==> src/rtl/rob_commit_ctrl_pkg.sv <==
// Shared sizing and types for the reorder-buffer commit controller.
package rob_commit_ctrl_pkg;

  localparam int ROB_SIZE_WIDTH = 3;
  localparam int ROB_SIZE       = 1 << ROB_SIZE_WIDTH;
  localparam int RD_W           = 5;
  localparam int DATA_W         = 32;

  typedef logic [ROB_SIZE_WIDTH-1:0] rob_id_t;
  typedef logic [ROB_SIZE_WIDTH:0]   rob_cnt_t;
  typedef logic [RD_W-1:0]           rd_t;
  typedef logic [DATA_W-1:0]         data_t;

endpackage

==> src/rtl/rob_commit_ctrl_if.sv <==
// Issue / writeback / lookup / commit bundle between the pipeline and the ROB.
interface rob_commit_ctrl_if;
  import rob_commit_ctrl_pkg::*;

  logic    rdy;
  logic    issue_valid;
  rd_t     issue_rd;
  logic    issue_ready;
  rob_id_t issue_rob_id;
  logic    wb_valid;
  rob_id_t wb_rob_id;
  data_t   wb_value;
  rob_id_t ask_rob_id1;
  rob_id_t ask_rob_id2;
  data_t   get_value1;
  data_t   get_value2;
  logic    get_ready1;
  logic    get_ready2;
  rd_t     commit_rd;
  data_t   commit_value;
  rob_id_t commit_rob_id;
  logic    flush;
  logic    empty;

  modport master (
    output rdy, issue_valid, issue_rd, wb_valid, wb_rob_id, wb_value,
           ask_rob_id1, ask_rob_id2, flush,
    input  issue_ready, issue_rob_id, get_value1, get_value2, get_ready1,
           get_ready2, commit_rd, commit_value, commit_rob_id, empty
  );

  modport slave (
    input  rdy, issue_valid, issue_rd, wb_valid, wb_rob_id, wb_value,
           ask_rob_id1, ask_rob_id2, flush,
    output issue_ready, issue_rob_id, get_value1, get_value2, get_ready1,
           get_ready2, commit_rd, commit_value, commit_rob_id, empty
  );

endinterface

==> src/rtl/rob_commit_ctrl_lookup_port.sv <==
// One register-file operand lookup: stored result, or the CDB value arriving this cycle.
module rob_lookup_port
  import rob_commit_ctrl_pkg::*;
(
  input  rob_id_t                         ask_id,
  input  logic [ROB_SIZE-1:0]             busy,
  input  logic [ROB_SIZE-1:0]             ready,
  input  logic [ROB_SIZE-1:0][DATA_W-1:0] value,
  input  logic                            wb_valid,
  input  rob_id_t                         wb_rob_id,
  input  data_t                           wb_value,
  output logic                            get_ready,
  output data_t                           get_value
);

  logic wb_hit;

  always_comb begin
    wb_hit    = wb_valid && (wb_rob_id == ask_id);
    get_ready = busy[ask_id] && (ready[ask_id] || wb_hit);
    get_value = '0;
    if (get_ready) begin
      get_value = wb_hit ? wb_value : value[ask_id];
    end
  end

endmodule

==> src/rtl/rob_commit_ctrl.sv <==
// In-order reorder-buffer sequencer: allocates ids, records writebacks, retires the head.
module rob_commit_ctrl
  import rob_commit_ctrl_pkg::*;
(
  input  logic            clk,
  input  logic            rst,
  rob_commit_ctrl_if.slave bus
);

  rob_id_t                         head;
  rob_id_t                         tail;
  rob_cnt_t                        count;
  logic [ROB_SIZE-1:0]             busy;
  logic [ROB_SIZE-1:0]             ready;
  logic [ROB_SIZE-1:0][RD_W-1:0]   rd_q;
  logic [ROB_SIZE-1:0][DATA_W-1:0] value_q;

  logic issue_ready;
  logic issue_fire;
  logic commit_fire;
  logic wb_fire;

  // Full is judged on the registered count only, so a retiring head frees no slot this cycle.
  assign issue_ready = (count != rob_cnt_t'(ROB_SIZE));
  assign issue_fire  = bus.issue_valid && issue_ready && bus.rdy && !bus.flush;
  assign commit_fire = busy[head] && ready[head] && bus.rdy && !bus.flush;
  assign wb_fire     = bus.wb_valid && busy[bus.wb_rob_id] && bus.rdy && !bus.flush;

  always_ff @(posedge clk) begin
    if (rst) begin
      head  <= '0;
      tail  <= '0;
      count <= '0;
      busy  <= '0;
      ready <= '0;
    end else if (bus.rdy) begin
      if (bus.flush) begin
        head  <= '0;
        tail  <= '0;
        count <= '0;
        busy  <= '0;
        ready <= '0;
      end else begin
        if (wb_fire) begin
          ready[bus.wb_rob_id] <= 1'b1;
        end
        // Later assignments win: retiring the head overrides a same-cycle writeback to it.
        if (commit_fire) begin
          busy[head]  <= 1'b0;
          ready[head] <= 1'b0;
          head        <= head + rob_id_t'(1);
        end
        if (issue_fire) begin
          busy[tail]  <= 1'b1;
          ready[tail] <= 1'b0;
          tail        <= tail + rob_id_t'(1);
        end
        unique case ({issue_fire, commit_fire})
          2'b10:   count <= count + rob_cnt_t'(1);
          2'b01:   count <= count - rob_cnt_t'(1);
          default: count <= count;
        endcase
      end
    end
  end

  // Payload storage needs no reset; busy/ready gate every use of it.
  always_ff @(posedge clk) begin
    if (wb_fire) begin
      value_q[bus.wb_rob_id] <= bus.wb_value;
    end
    if (issue_fire) begin
      rd_q[tail] <= bus.issue_rd;
    end
  end

  always_comb begin
    bus.commit_rd     = '0;
    bus.commit_value  = '0;
    bus.commit_rob_id = '0;
    if (commit_fire) begin
      bus.commit_rd     = rd_q[head];
      bus.commit_value  = value_q[head];
      bus.commit_rob_id = head;
    end
  end

  assign bus.issue_ready  = issue_ready;
  assign bus.issue_rob_id = tail;
  assign bus.empty        = (count == '0);

  rob_lookup_port u_lookup1 (
    .ask_id    (bus.ask_rob_id1),
    .busy      (busy),
    .ready     (ready),
    .value     (value_q),
    .wb_valid  (bus.wb_valid),
    .wb_rob_id (bus.wb_rob_id),
    .wb_value  (bus.wb_value),
    .get_ready (bus.get_ready1),
    .get_value (bus.get_value1)
  );

  rob_lookup_port u_lookup2 (
    .ask_id    (bus.ask_rob_id2),
    .busy      (busy),
    .ready     (ready),
    .value     (value_q),
    .wb_valid  (bus.wb_valid),
    .wb_rob_id (bus.wb_rob_id),
    .wb_value  (bus.wb_value),
    .get_ready (bus.get_ready2),
    .get_value (bus.get_value2)
  );

endmodule

==> src/flat_wrapper.sv <==
// flat-port wrapper written by rule: the top's interface ports become plain ports
module rob_commit_ctrl_flat import rob_commit_ctrl_pkg::*;
  (clk, rst, bus_rdy, bus_issue_valid, bus_issue_rd, bus_wb_valid, bus_wb_rob_id, bus_wb_value, bus_ask_rob_id1, bus_ask_rob_id2, bus_flush, bus_issue_ready, bus_issue_rob_id, bus_get_value1, bus_get_value2, bus_get_ready1, bus_get_ready2, bus_commit_rd, bus_commit_value, bus_commit_rob_id, bus_empty);
  rob_commit_ctrl_if bus_i ();
  input  logic clk;
  input  logic rst;
  input wire logic [$bits(bus_i.rdy)-1:0] bus_rdy;
  input wire logic [$bits(bus_i.issue_valid)-1:0] bus_issue_valid;
  input wire logic [$bits(bus_i.issue_rd)-1:0] bus_issue_rd;
  input wire logic [$bits(bus_i.wb_valid)-1:0] bus_wb_valid;
  input wire logic [$bits(bus_i.wb_rob_id)-1:0] bus_wb_rob_id;
  input wire logic [$bits(bus_i.wb_value)-1:0] bus_wb_value;
  input wire logic [$bits(bus_i.ask_rob_id1)-1:0] bus_ask_rob_id1;
  input wire logic [$bits(bus_i.ask_rob_id2)-1:0] bus_ask_rob_id2;
  input wire logic [$bits(bus_i.flush)-1:0] bus_flush;
  output wire logic [$bits(bus_i.issue_ready)-1:0] bus_issue_ready;
  output wire logic [$bits(bus_i.issue_rob_id)-1:0] bus_issue_rob_id;
  output wire logic [$bits(bus_i.get_value1)-1:0] bus_get_value1;
  output wire logic [$bits(bus_i.get_value2)-1:0] bus_get_value2;
  output wire logic [$bits(bus_i.get_ready1)-1:0] bus_get_ready1;
  output wire logic [$bits(bus_i.get_ready2)-1:0] bus_get_ready2;
  output wire logic [$bits(bus_i.commit_rd)-1:0] bus_commit_rd;
  output wire logic [$bits(bus_i.commit_value)-1:0] bus_commit_value;
  output wire logic [$bits(bus_i.commit_rob_id)-1:0] bus_commit_rob_id;
  output wire logic [$bits(bus_i.empty)-1:0] bus_empty;
  assign bus_i.rdy = bus_rdy;
  assign bus_i.issue_valid = bus_issue_valid;
  assign bus_i.issue_rd = bus_issue_rd;
  assign bus_i.wb_valid = bus_wb_valid;
  assign bus_i.wb_rob_id = bus_wb_rob_id;
  assign bus_i.wb_value = bus_wb_value;
  assign bus_i.ask_rob_id1 = bus_ask_rob_id1;
  assign bus_i.ask_rob_id2 = bus_ask_rob_id2;
  assign bus_i.flush = bus_flush;
  assign bus_issue_ready = bus_i.issue_ready;
  assign bus_issue_rob_id = bus_i.issue_rob_id;
  assign bus_get_value1 = bus_i.get_value1;
  assign bus_get_value2 = bus_i.get_value2;
  assign bus_get_ready1 = bus_i.get_ready1;
  assign bus_get_ready2 = bus_i.get_ready2;
  assign bus_commit_rd = bus_i.commit_rd;
  assign bus_commit_value = bus_i.commit_value;
  assign bus_commit_rob_id = bus_i.commit_rob_id;
  assign bus_empty = bus_i.empty;
  rob_commit_ctrl u_core (.clk(clk), .rst(rst), .bus(bus_i));
endmodule
==> config.mk <==
export PLATFORM = sky130hd
export DESIGN_NAME = rob_commit_ctrl_flat
export DESIGN_NICKNAME = d
export VERILOG_FILES = /design/src/rtl/rob_commit_ctrl_pkg.sv /design/src/rtl/rob_commit_ctrl_if.sv /design/src/rtl/rob_commit_ctrl_lookup_port.sv /design/src/rtl/rob_commit_ctrl.sv /design/src/flat_wrapper.sv
export SDC_FILE = /design/constraint.sdc
export NUM_CORES = 1
export LEC_CHECK = 0
export CORE_MARGIN = 5
export CORE_UTILIZATION = 49
export DETAILED_ROUTE_END_ITERATION = 10
export PLACE_DENSITY = 0.72
export SLEW_MARGIN = 40
export SYNTH_ARGS = -nofsm -noshare
export SYNTH_HDL_FRONTEND = slang
export SYNTH_SLANG_ARGS = --single-unit
==> constraint.sdc <==
create_clock -name clk -period 4.4 [get_ports clk]
set_input_delay 0.66 -clock clk [delete_from_list [all_inputs] [get_ports clk]]
set_output_delay 0.66 -clock clk [all_outputs]
set_load 0.05 [all_outputs]
==> results of run 1 <==
[layer usage]
metal / global-route usage [%] / vias up / wire length (um) / part of all wire (%)
met4: 7.75 / 2 / 1470 / 3.0
li1: - / 5057 / - / -
met3: 4.67 / 106 / 5070 / 10
met1: 34.1 / 6141 / 18400 / 37
met2: 39.9 / 742 / 24400 / 49
met5: 0 / - / 13 / 0.026
[cell usage after synthesis (all sizes together) (4+ instances only)]
library cell	instances
a211oi	67
a21oi	56
a311oi	5
and2	4
buf	32
clkbuf	74
dfxtp	26
edfxtp	296
ha	4
inv	9
mux2i	67
mux4	212
nand2	98
nand2b	7
nand3	12
nor2	100
nor2b	6
nor3	7
nor4	6
o211ai	4
o21ai	21
xnor2	8
[flip-flops by register name (all words and copies together), names as in the netlist]
register,flops
u_core.value_q,256
u_core.rd_q,40
u_core.busy,8
u_core.ready,8
u_core.count,4
u_core.bus.issue_rob_id,3
u_core.head,3
[cells by family (layout without fill, tap and decap cells)]
family | after synthesis | in the layout | synth area share [%]
flip-flops | 322 | 322 | 53.1
multiplexers | 281 | 281 | 31.0
AND/OR/NAND/NOR | 254 | 254 | 6.16
AO/OA/AOI/OAI | 174 | 174 | 6.47
buffers and inverters | 116 | 286 | 2.57
XOR/XNOR | 8 | 8 | 0.396
adder cells (fa/ha/maj) | 4 | 4 | 0.283
[tightest hold or removal path: cells and delay by family (launching register included)]
kind / cells / cell delay [ns]
flip-flops: 1 / 0.33
AO/OA/AOI/OAI: 2 / 0.14
[metrics by stage]
| step | util, % | hold slack [ns] | instance area, sq um |
|---|---|---|---|
| after floorplan | - | 0.469 | 17700 |
| after global placement | 58.9 | 0.484 | 21000 |
| after detailed placement | 58.9 | 0.505 | 21000 |
| after CTS | 62.1 | 0.512 | 22200 |
| after global routing | 62.1 | 0.556 | 22200 |
| final | 62.1 | 0.517 | 22200 |
[area by class of cell]
type	instances	area, sq um	area share [%]
Sequential cell	322	9420	42.5
Timing Repair Buffer	211	3060	13.8
Tap cell	461	577	2.60
Inverter	10	37.5	0.169
Clock inverter	15	164	0.740
Clock buffer	50	985	4.45
Multi-Input combinational cell	721	7910	35.7
[where the power goes]
| group | switching, W | internal (W) |
|---|---|---|
| Sequential | 0.00000366 | 0.00334 |
| Clock | 0.00118 | 0.00175 |
| Combinational | 0.000258 | 0.000203 |
| Total | 0.00144 | 0.00529 |
[worst min-delay path by stage]
stage | endpoint | start | slack (ns) | cells after the start
after floorplan | u_core.ready[2] | u_core.ready[2] | 0.47 | 2
after global placement | u_core.ready[6] | u_core.ready[6] | 0.48 | 2
after detailed placement | u_core.ready[4] | u_core.ready[4] | 0.51 | 2
after CTS | u_core.ready[6] | u_core.ready[6] | 0.51 | 2
after global routing | u_core.ready[6] | u_core.ready[6] | 0.56 | 2
final | u_core.ready[6] | u_core.ready[6] | 0.52 | 2
==> summary.md, run 1 <==
| Metric | Value |
|---|---|
| Status | finished, final reports clean |
| Overflow after GRT | 0 |
| Leak | about 7.3 nW |
| Syn Nets | around 1,200 |
| N_diodes | 0 |
| Post-Route WL | between 40,000 and 50,000 um |
| Post-DP HPWL | between 20,000 and 30,000 um |
| CTS root buf | clkbuf_16 |
| Avg Cell Area, Syn | between 15 and 20 sq um |
| Clock slew at reported path FFs | ~0.060 ns |
| Worst min-delay path class | reg2reg |
| Crit Path Max Fanout | 39 |
| Buf/Inv on CP | 3 |
| Placer congestion estimate | about 0.84 |
| Non-filler instance count after layout | about 1,800 |
| Post-Syn Instances | about 1,200 |
| Site row count | approximately 70 |
| Final Critical Period | 3.96 ns |
| Share of cells above drive strength 1 | 33.4% |
| Mapped Area | roughly 18,000 sq um |
| Tot GR Track Use | around 25% |
| Leading register cell type out of synthesis | edfxtp_1 |
| Starting Density | approximately 50% |
| Period utilization | 90.1% |
| Final Worst Setup Slack | 0.435 ns |
| Worst flop-to-flop path endpoint | u_core.count[3] |
| RR Startpoint | u_core.head[1] |
| Width of the chip | roughly 200 um |
| Top cells by area, synth | edfxtp_1 (50%), mux4_2 (27%), mux2i_1 (3.7%), dfxtp_1 (2.9%), a211oi_1 (2.8%) |
| Vias | ~12,000 |
| Most common cell after layout, fill and taps aside | edfxtp_1 |
| Setup crit end | bus_commit_value[3] |
| RSZ-0062 raised after global routing | false |
| Maximum VDD drop | around 0.24 mV |
| DR vias/cell | between 6 and 7 |
| Initial antenna violation count | 1 |
| Synth top area share | between 50% and 60% |
| Worst-margin pin slew | 0.761 ns |
| Layout fillers | roughly 2,500 |
| Postcts setup bufs | 0 |
| CP required | between 3 and 4 ns |
| #FFs+latches synth | around 320 |
| Worst Skew | around 0.022 ns |
| Relative slew margins | between 40% and 50% |
| Max stage delay on crit path | between 0.6 and 0.7 ns |
| Max-Cap Viols | 0 |
| WP depth | 7 |
| Final hold vios | 0 |
| Residual DRC | 0 |
| CTS buffer count | 36 |
| Critical path origin | u_core.head[1] |
| CTS sink cnt | roughly 320 |
| Core area | roughly 36,000 sq um |
| R2R setup slack | 1.20 ns |
| Worst slack, placed | between 0.6 and 0.7 ns |
| CP max stage cell | mux4_2 |
| Max Freq | around 250 MHz |
| Design Power | a little under 0.007 W |
| Critical path type | reg2out |
| CTS tree | yes |
| DRT Pass-1 Iters | 7 |
| Final net count | ~1,400 |
| Die height | approximately 200 um |
| Wirelength per Cell | approximately 28 um |
| Area of the die | around 40,000 sq um |
| Port Buffers | 162 |
| Worst Path Arrival | between 3 and 4 ns |
| Global-route wire length before repair | between 70,000 and 80,000 um |
| Setup crit end kind | output port |
| Sequential share of the synthesized area | 53.1% |
| Area delta synth->final | 25.1% |
| R2R cell count | 10 |
| Synth unique cells | 53 |
| Clock Path Buffers | 3 |
| Cell total after placement | ~1,700 |
| Pwr Density | ~300 nW/um^2 |
| Critical path's top delay family | multiplexers |
| Commonest cells after routing, fill and taps aside | edfxtp_1 (296), mux4_2 (212), buf_12 (109), nand2_1 (97), nor2_1 (94) |
| Crit path cell chain | inv_2 > mux4_2 > mux2i_4 > nand2_2 > buf_4 > a21oi_1 > buf_12 |
| Syn. warnings | 0 |
| Hold buffers post-CTS | 0 |
| Largest net degree at the start of global routing | 80 |
| Ys async rst share | 0% |
| Final Setup Violations | 0 |
| Ports | roughly 160 |
| Post_cts resized | 0 |
| Routed Antenna Nets | 0 |
| Max Slew Vio Count | 0 |
| Startpoint class of the critical path | flop |
| Leading area contributor after synthesis | edfxtp_1 |
| Clk_lat worst skew | 0.52 ns |
| Setup TNS | 0 ns |
| Drt first-iter violations | about 1,400 |
| Vias in the first global route | approximately 12,000 |
| H-tree levels | 2 |
| Number of synthesized flops with an enable pin | 296 |
(Power assumes the default switching activity.)
==> run 2, diff against run 1 <==
PLACE_DENSITY = 0.7   (was 0.72)
clock period = 4.3 ns   (was 4.4 ns; I/O delays follow)
==> run 2 against run 1 <==
Utilization rose by 0.091 points. Largest cell class unchanged. Highest routed layer unchanged. Largest power group unchanged. Register-to-register slack got worse by 0.08 ns. Hold slack got worse by 0.0037 ns. Combinational power rose by 3%. Final area rose by 0.15%. Sequential power rose by 2%. Critical path depth did not move. Critical path type unchanged.
==> summary.md, run 2 (synthesis gave the netlist of run 1 again) <==
| Metric | Value |
|---|---|
| DRT Pass-1 Iters | 5 |
| Largest net degree at the start of global routing | 80 |
| Tot GR Track Use | between 20 and 25% |
| Cell total after placement | 1,723 |
| CP required | around 3.7 ns |
| DR vias/cell | ~6.7 |
| Ports | between 150 and 200 |
| Commonest cells after routing, fill and taps aside | edfxtp_1 (296), mux4_2 (212), buf_12 (114), nand2_1 (97), nor2_1 (94) |
| Top Registers | u_core.value_q: 256 flops, u_core.rd_q: 40 flops |
| RR Startpoint | u_core.head[1] |
| CTS root buf | clkbuf_16 |
| Max stage delay on crit path | slightly below 0.7 ns |
| HP Start | u_core.ready[6] |
| Max Freq | roughly 250 MHz |
| Final hold vios | 0 |
| Worst-margin pin slew | roughly 0.75 ns |
| Setup crit end kind | output port |
| Max Slew Vio Count | 0 |
| CTS sink cnt | 322 |
| Final Critical Period | around 3.9 ns |
| Register area | 9420 sq um |
| Buf/Inv on CP | 3 |
| Vias in the first global route | approximately 12,000 |
| Postcts setup bufs | 0 |
| Crit path cell chain | inv_2 > mux4_2 > mux2i_4 > nand2_2 > buf_4 > a21oi_1 > buf_12 |
| Setup TNS | 0 ns |
| H-tree levels | 2 |
| WHS Path Cells | 2 |
| Relative slew margins | around half |
| Clock Path Buffers | 3 |
| Worst min-delay path class | reg2reg |
| WHS Endpoint | u_core.ready[6] |
| Post-route cell area | around 22,000 sq um |
| Drt first-iter violations | about 1,100 |
| Post_cts resized | 0 |
| Post-Route WL | 48,600 um |
| Critical path type | reg2out |
| Width of the chip | between 200 and 250 um |
| Clk_lat worst skew | between 0.5 and 0.6 ns |
| Share of cells above drive strength 1 | about a third |
| Largest Register | u_core.value_q |
| Wirelength per Cell | ~27 um |
| Post-DP Area | between 20,000 and 25,000 sq um |
| Post-DP HPWL | 30,200 um |
| Worst Skew | 0.00748 ns |
| Starting Density | between 40% and 50% |
| Worst flop-to-flop path endpoint | u_core.count[3] |
| Crit Path Max Fanout | 39 |
| Non-filler instance count after layout | around 1,800 |
| CTS buffer count | 35 |
| Area of the die | ~40,000 sq um |
| RSZ-0062 raised after global routing | false |
| Pwr Density | 310 nW/um^2 |
| Most common cell after layout, fill and taps aside | edfxtp_1 |
| Port Buffers | 162 |
| Status | finished, final reports clean |
| R2R cell count | 10 |
| Area occupied by multi-input gates | 7900 sq um |
| CP max stage cell | mux4_2 |
| Placer congestion estimate | approximately 0.83 |
| Final Setup Violations | 0 |
| Routed Antenna Nets | 0 |
| Startpoint class of the critical path | flop |
| Final net count | 1,355 |
| Residual DRC | 0 |
| Worst Path Arrival | roughly 3.3 ns |
| Hold buffers post-CTS | 0 |
| Period utilization | about nine tenths |
| Area delta synth->final | 25.3% |
| Max reg flops | 256 |
| Layout fillers | between 2,000 and 3,000 |
| Die height | 200 um |
| Core area | 35,700 sq um |
| Overflow after GRT | 0 |
| Clock slew at reported path FFs | 0.06 ns |
| Initial antenna violation count | 2 |
| N_diodes | 0 |
| Site row count | 69 |
| CTS tree | yes |
| R2R setup slack | between 1 and 1.5 ns |
| Leak | between 7 and 8 nW |
| Max-Cap Viols | 0 |
| Global-route wire length before repair | ~73,000 um |
| Critical path's top delay family | multiplexers |
| Vias | between 10,000 and 15,000 |
| Maximum VDD drop | roughly 0.28 mV |
-- run 2: cell count changes in the layout (fill, tap and decap cells not counted), sizes merged --
cell / before / now
buf: 161 / 159
bufinv: 3 / 4
clkbuf: 50 / 42
clkinv: 7 / 12
clkinvlp: 3 / 1
inv: 12 / 11
-- run 2: worst max path at each step --
stage	from	end	slack, ns	cells past startpoint
after CTS	u_core.head[1]	bus_commit_value[0]	0.36	7
after floorplan	bus_wb_rob_id[0]	u_core.value_q[32]	0.04	5
after detailed placement	bus_wb_rob_id[0]	bus_get_value1[0]	0.50	9
final	u_core.head[1]	bus_commit_value[2]	0.37	7
after global routing	u_core.head[1]	bus_commit_value[0]	0.20	7
after global placement	bus_wb_rob_id[0]	bus_get_value1[0]	0.57	9
-- run 2: tightest hold or removal path, cell delays in order, from the launching register on --
cell and delay, ns:
dfxtp_1 0.33, o21ai_0 0.08, a21oi_1 0.06
-- run 2: area by class of cell --
class	count	area share [%]
timing repair buffer	209	14.0
tap	461	2.60
sequential	322	42.5
clock inverter	18	1.03
multi-input combinational	721	35.6
clock buffer	42	4.11
inverter	10	0.169
-- run 2: per-layer routing --
layer,vias up,track usage (%),share of wire [%]
met5,-,0,0.070
met1,6086,33.6,39
met3,88,4.97,8.9
li1,5044,-,-
met2,669,39.2,50
met4,4,7.42,2.7
-- run 2: stage by stage --
stage	total power [W]	utilization, %	hold WS, ns	worst slack, ns
after floorplan	0.00378	-	0.469	0.0385
after global placement	0.00395	59.0	0.485	0.568
after detailed placement	0.00396	59.0	0.499	0.505
after CTS	0.00692	62.2	0.510	0.361
after global routing	0.00709	62.2	0.561	0.202
final	0.00688	62.2	0.513	0.367
-- run 2: power by group --
group	switching, W	leakage (nW)	internal, W	total, W
Clock	0.00122	0.554	0.00177	0.00299
Sequential	0.00000366	2.87	0.00342	0.00342
Combinational	0.000263	3.84	0.000211	0.000474
Total	0.00148	7.26	0.00540	0.00688
==> run 3, diff against run 2 <==
CORE_UTILIZATION = 58   (was 49)
PLACE_DENSITY = 0.8   (was 0.7)
SKIP_LAST_GASP = 1   (was default)
==> run 3 against run 2 <==
Critical path depth stayed put. Total power decreased by 1.7%. Clock skew is 0.016 ns higher. Fmax shrank 5.5%. Utilization grew 10 points. Sequential share of layout area rose by 0.35 points.
==> summary.md, run 3 (synthesis gave the netlist of run 1 again) <==
| Metric | Value |
|---|---|
| CTS tree | yes |
| Initial antenna violation count | 1 |
| Core Util, Final | between 70% and 80% |
| Critical path's top delay family | multiplexers |
| Crit path cell chain | inv_2 > mux4_2 > mux2i_4 > nand2_2 > buf_4 > a21oi_1 > buf_12 |
| Final net count | ~1,300 |
| CTS sink cnt | 322 |
| Drt first-iter violations | 1,675 |
| Starting Density | between 50% and 60% |
| Wirelength per Cell | around 29 um |
| Worst min-delay path class | reg2reg |
| Post-DP HPWL | 29,400 um |
| Max-Cap Viols | 0 |
| Commonest cells after routing, fill and taps aside | edfxtp_1 (296), mux4_2 (212), buf_12 (114), nand2_1 (97), nor2_1 (94) |
| Largest net degree at the start of global routing | 80 |
| Largest Register | u_core.value_q |
| Post-DP Area | 20,900 sq um |
| Most common cell after layout, fill and taps aside | edfxtp_1 |
| Post-Route WL | ~50,000 um |
| Worst Path Arrival | approximately 3.5 ns |
| Worst Skew | ~0.023 ns |
| Final Critical Period | 4.16 ns |
| Crit Path Max Fanout | 18 |
| Clock slew at reported path FFs | roughly 0.06 ns |
| CP max stage cell | mux4_2 |
| RSZ-0062 raised after global routing | false |
| CTS buffer count | 34 |
| Hold buffers post-CTS | 0 |
| Postcts setup bufs | 0 |
| CTS root buf | clkbuf_16 |
| Max Slew Vio Count | 0 |
| Maximum VDD drop | approximately 0.28 mV |
| Non-filler instance count after layout | 1,713 |
| Startpoint class of the critical path | flop |
| Setup crit end kind | output port |
| Max stage delay on crit path | about 0.67 ns |
| Cell total after placement | around 1,700 |
| Critical path type | reg2out |
| Width of the chip | between 150 and 200 um |
| DR vias/cell | around 7 |
| Buf/Inv on CP | 3 |
| Period utilization | a little over nine tenths |
| Post-route cell area | around 22,000 sq um |
| Port Buffers | about 160 |
| N_diodes | 0 |
| Core area | roughly 30,000 sq um |
| Vias | approximately 12,000 |
| Clk_lat worst skew | slightly above 0.5 ns |
| Leak | ~7.2 nW |
| Setup TNS | 0 ns |
| Placer congestion estimate | roughly 0.87 |
| Overflow after GRT | 0 |
| Top Registers | u_core.value_q: 256 flops, u_core.rd_q: 40 flops |
| Share of cells above drive strength 1 | about a third |
| Global-route wire length before repair | approximately 76,000 um |
| Max reg flops | about 260 |
| Max Freq | about 240 MHz |
| Post_cts resized | 0 |
| Status | finished, final reports clean |
| Final hold vios | 0 |
| Relative slew margins | between 40 and 50% |
| DRT Pass-1 Iters | 5 |
| Ports | about 160 |
| H-tree levels | 2 |
| Vias in the first global route | between 10,000 and 15,000 |
| Area delta synth->final | 24.3% |
| Clock Path Buffers | 3 |
| Area of the die | 34,100 sq um |
| Residual DRC | 0 |
| Worst-margin pin slew | around 0.84 ns |
| Routed Antenna Nets | 0 |
| Final Setup Violations | 0 |
| Site row count | between 60 and 70 |
| CP required | around 3.7 ns |
| Tot GR Track Use | ~30% |
| Die height | ~180 um |
| Pwr Density | slightly above 300 nW/um^2 |
-- run 3: cell count changes in the layout (fill, tap and decap cells not counted), sizes merged --
cell and delta:
bufinv -1, inv -1, clkinv +5, clkbuf -2, buf -6
-- run 3: worst paths after layout --
kind / from / end / slack (ns) / cells after the start
worst min-delay path: u_core.ready[0] / u_core.ready[0] / 0.51 / 2
worst min register to register: u_core.ready[0] / u_core.ready[0] / 0.51 / 2
worst max-delay path: u_core.head[1] / bus_commit_value[31] / 0.14 / 7
worst max register to register: u_core.head[2] / u_core.count[3] / 1.07 / 10
-- run 3: report_power, final --
part / internal [W] / total, W / switching [W] / leakage (nW)
Sequential: 0.00342 / 0.00342 / 0.00000399 / 2.87
Clock: 0.00169 / 0.00286 / 0.00118 / 0.536
Combinational: 0.000210 / 0.000478 / 0.000268 / 3.80
Total: 0.00531 / 0.00676 / 0.00145 / 7.21
-- run 3: worst register-to-register path, cell delays in order, from the launching register on --
cell and delay (ns):
dfxtp_4 0.74, buf_4 0.55, nand2_1 0.17, o32a_4 0.37, inv_1 0.07, ha_1 0.25
o21ai_0 0.11, nand2b_1 0.08, mux2_4 0.27, or4_1 0.40, a31oi_1 0.16
-- run 3: routing by layer --
layer / vias up / global-route usage (%) / wire (um)
met5: - / 0 / 13
met4: 2 / 8.93 / 1500
met3: 132 / 4.82 / 5440
met2: 933 / 51.1 / 25700
met1: 6227 / 38.8 / 17100
li1: 5022 / - / -
-- run 3: layout make-up --
cell class / count / area (sq um)
clock buffers: 40 / 905
fillers: 1763 / 8340
multi-input cells: 721 / 7910
flip-flops and latches: 322 / 9420
inverters: 10 / 37.5
repair buffers: 203 / 3070
well taps: 396 / 495
clock inverters: 21 / 178
-- run 3: metrics by stage --
step / hold slack (ns) / worst slack, ns / total power (W)
finish: 0.513 / 0.137 / 0.00676
global route: 0.540 / 0.0786 / 0.00698
CTS: 0.511 / 0.184 / 0.00679
detailed placement: 0.502 / 0.533 / 0.00396
global placement: 0.491 / 0.615 / 0.00395
floorplan: 0.469 / 0.0385 / 0.00378
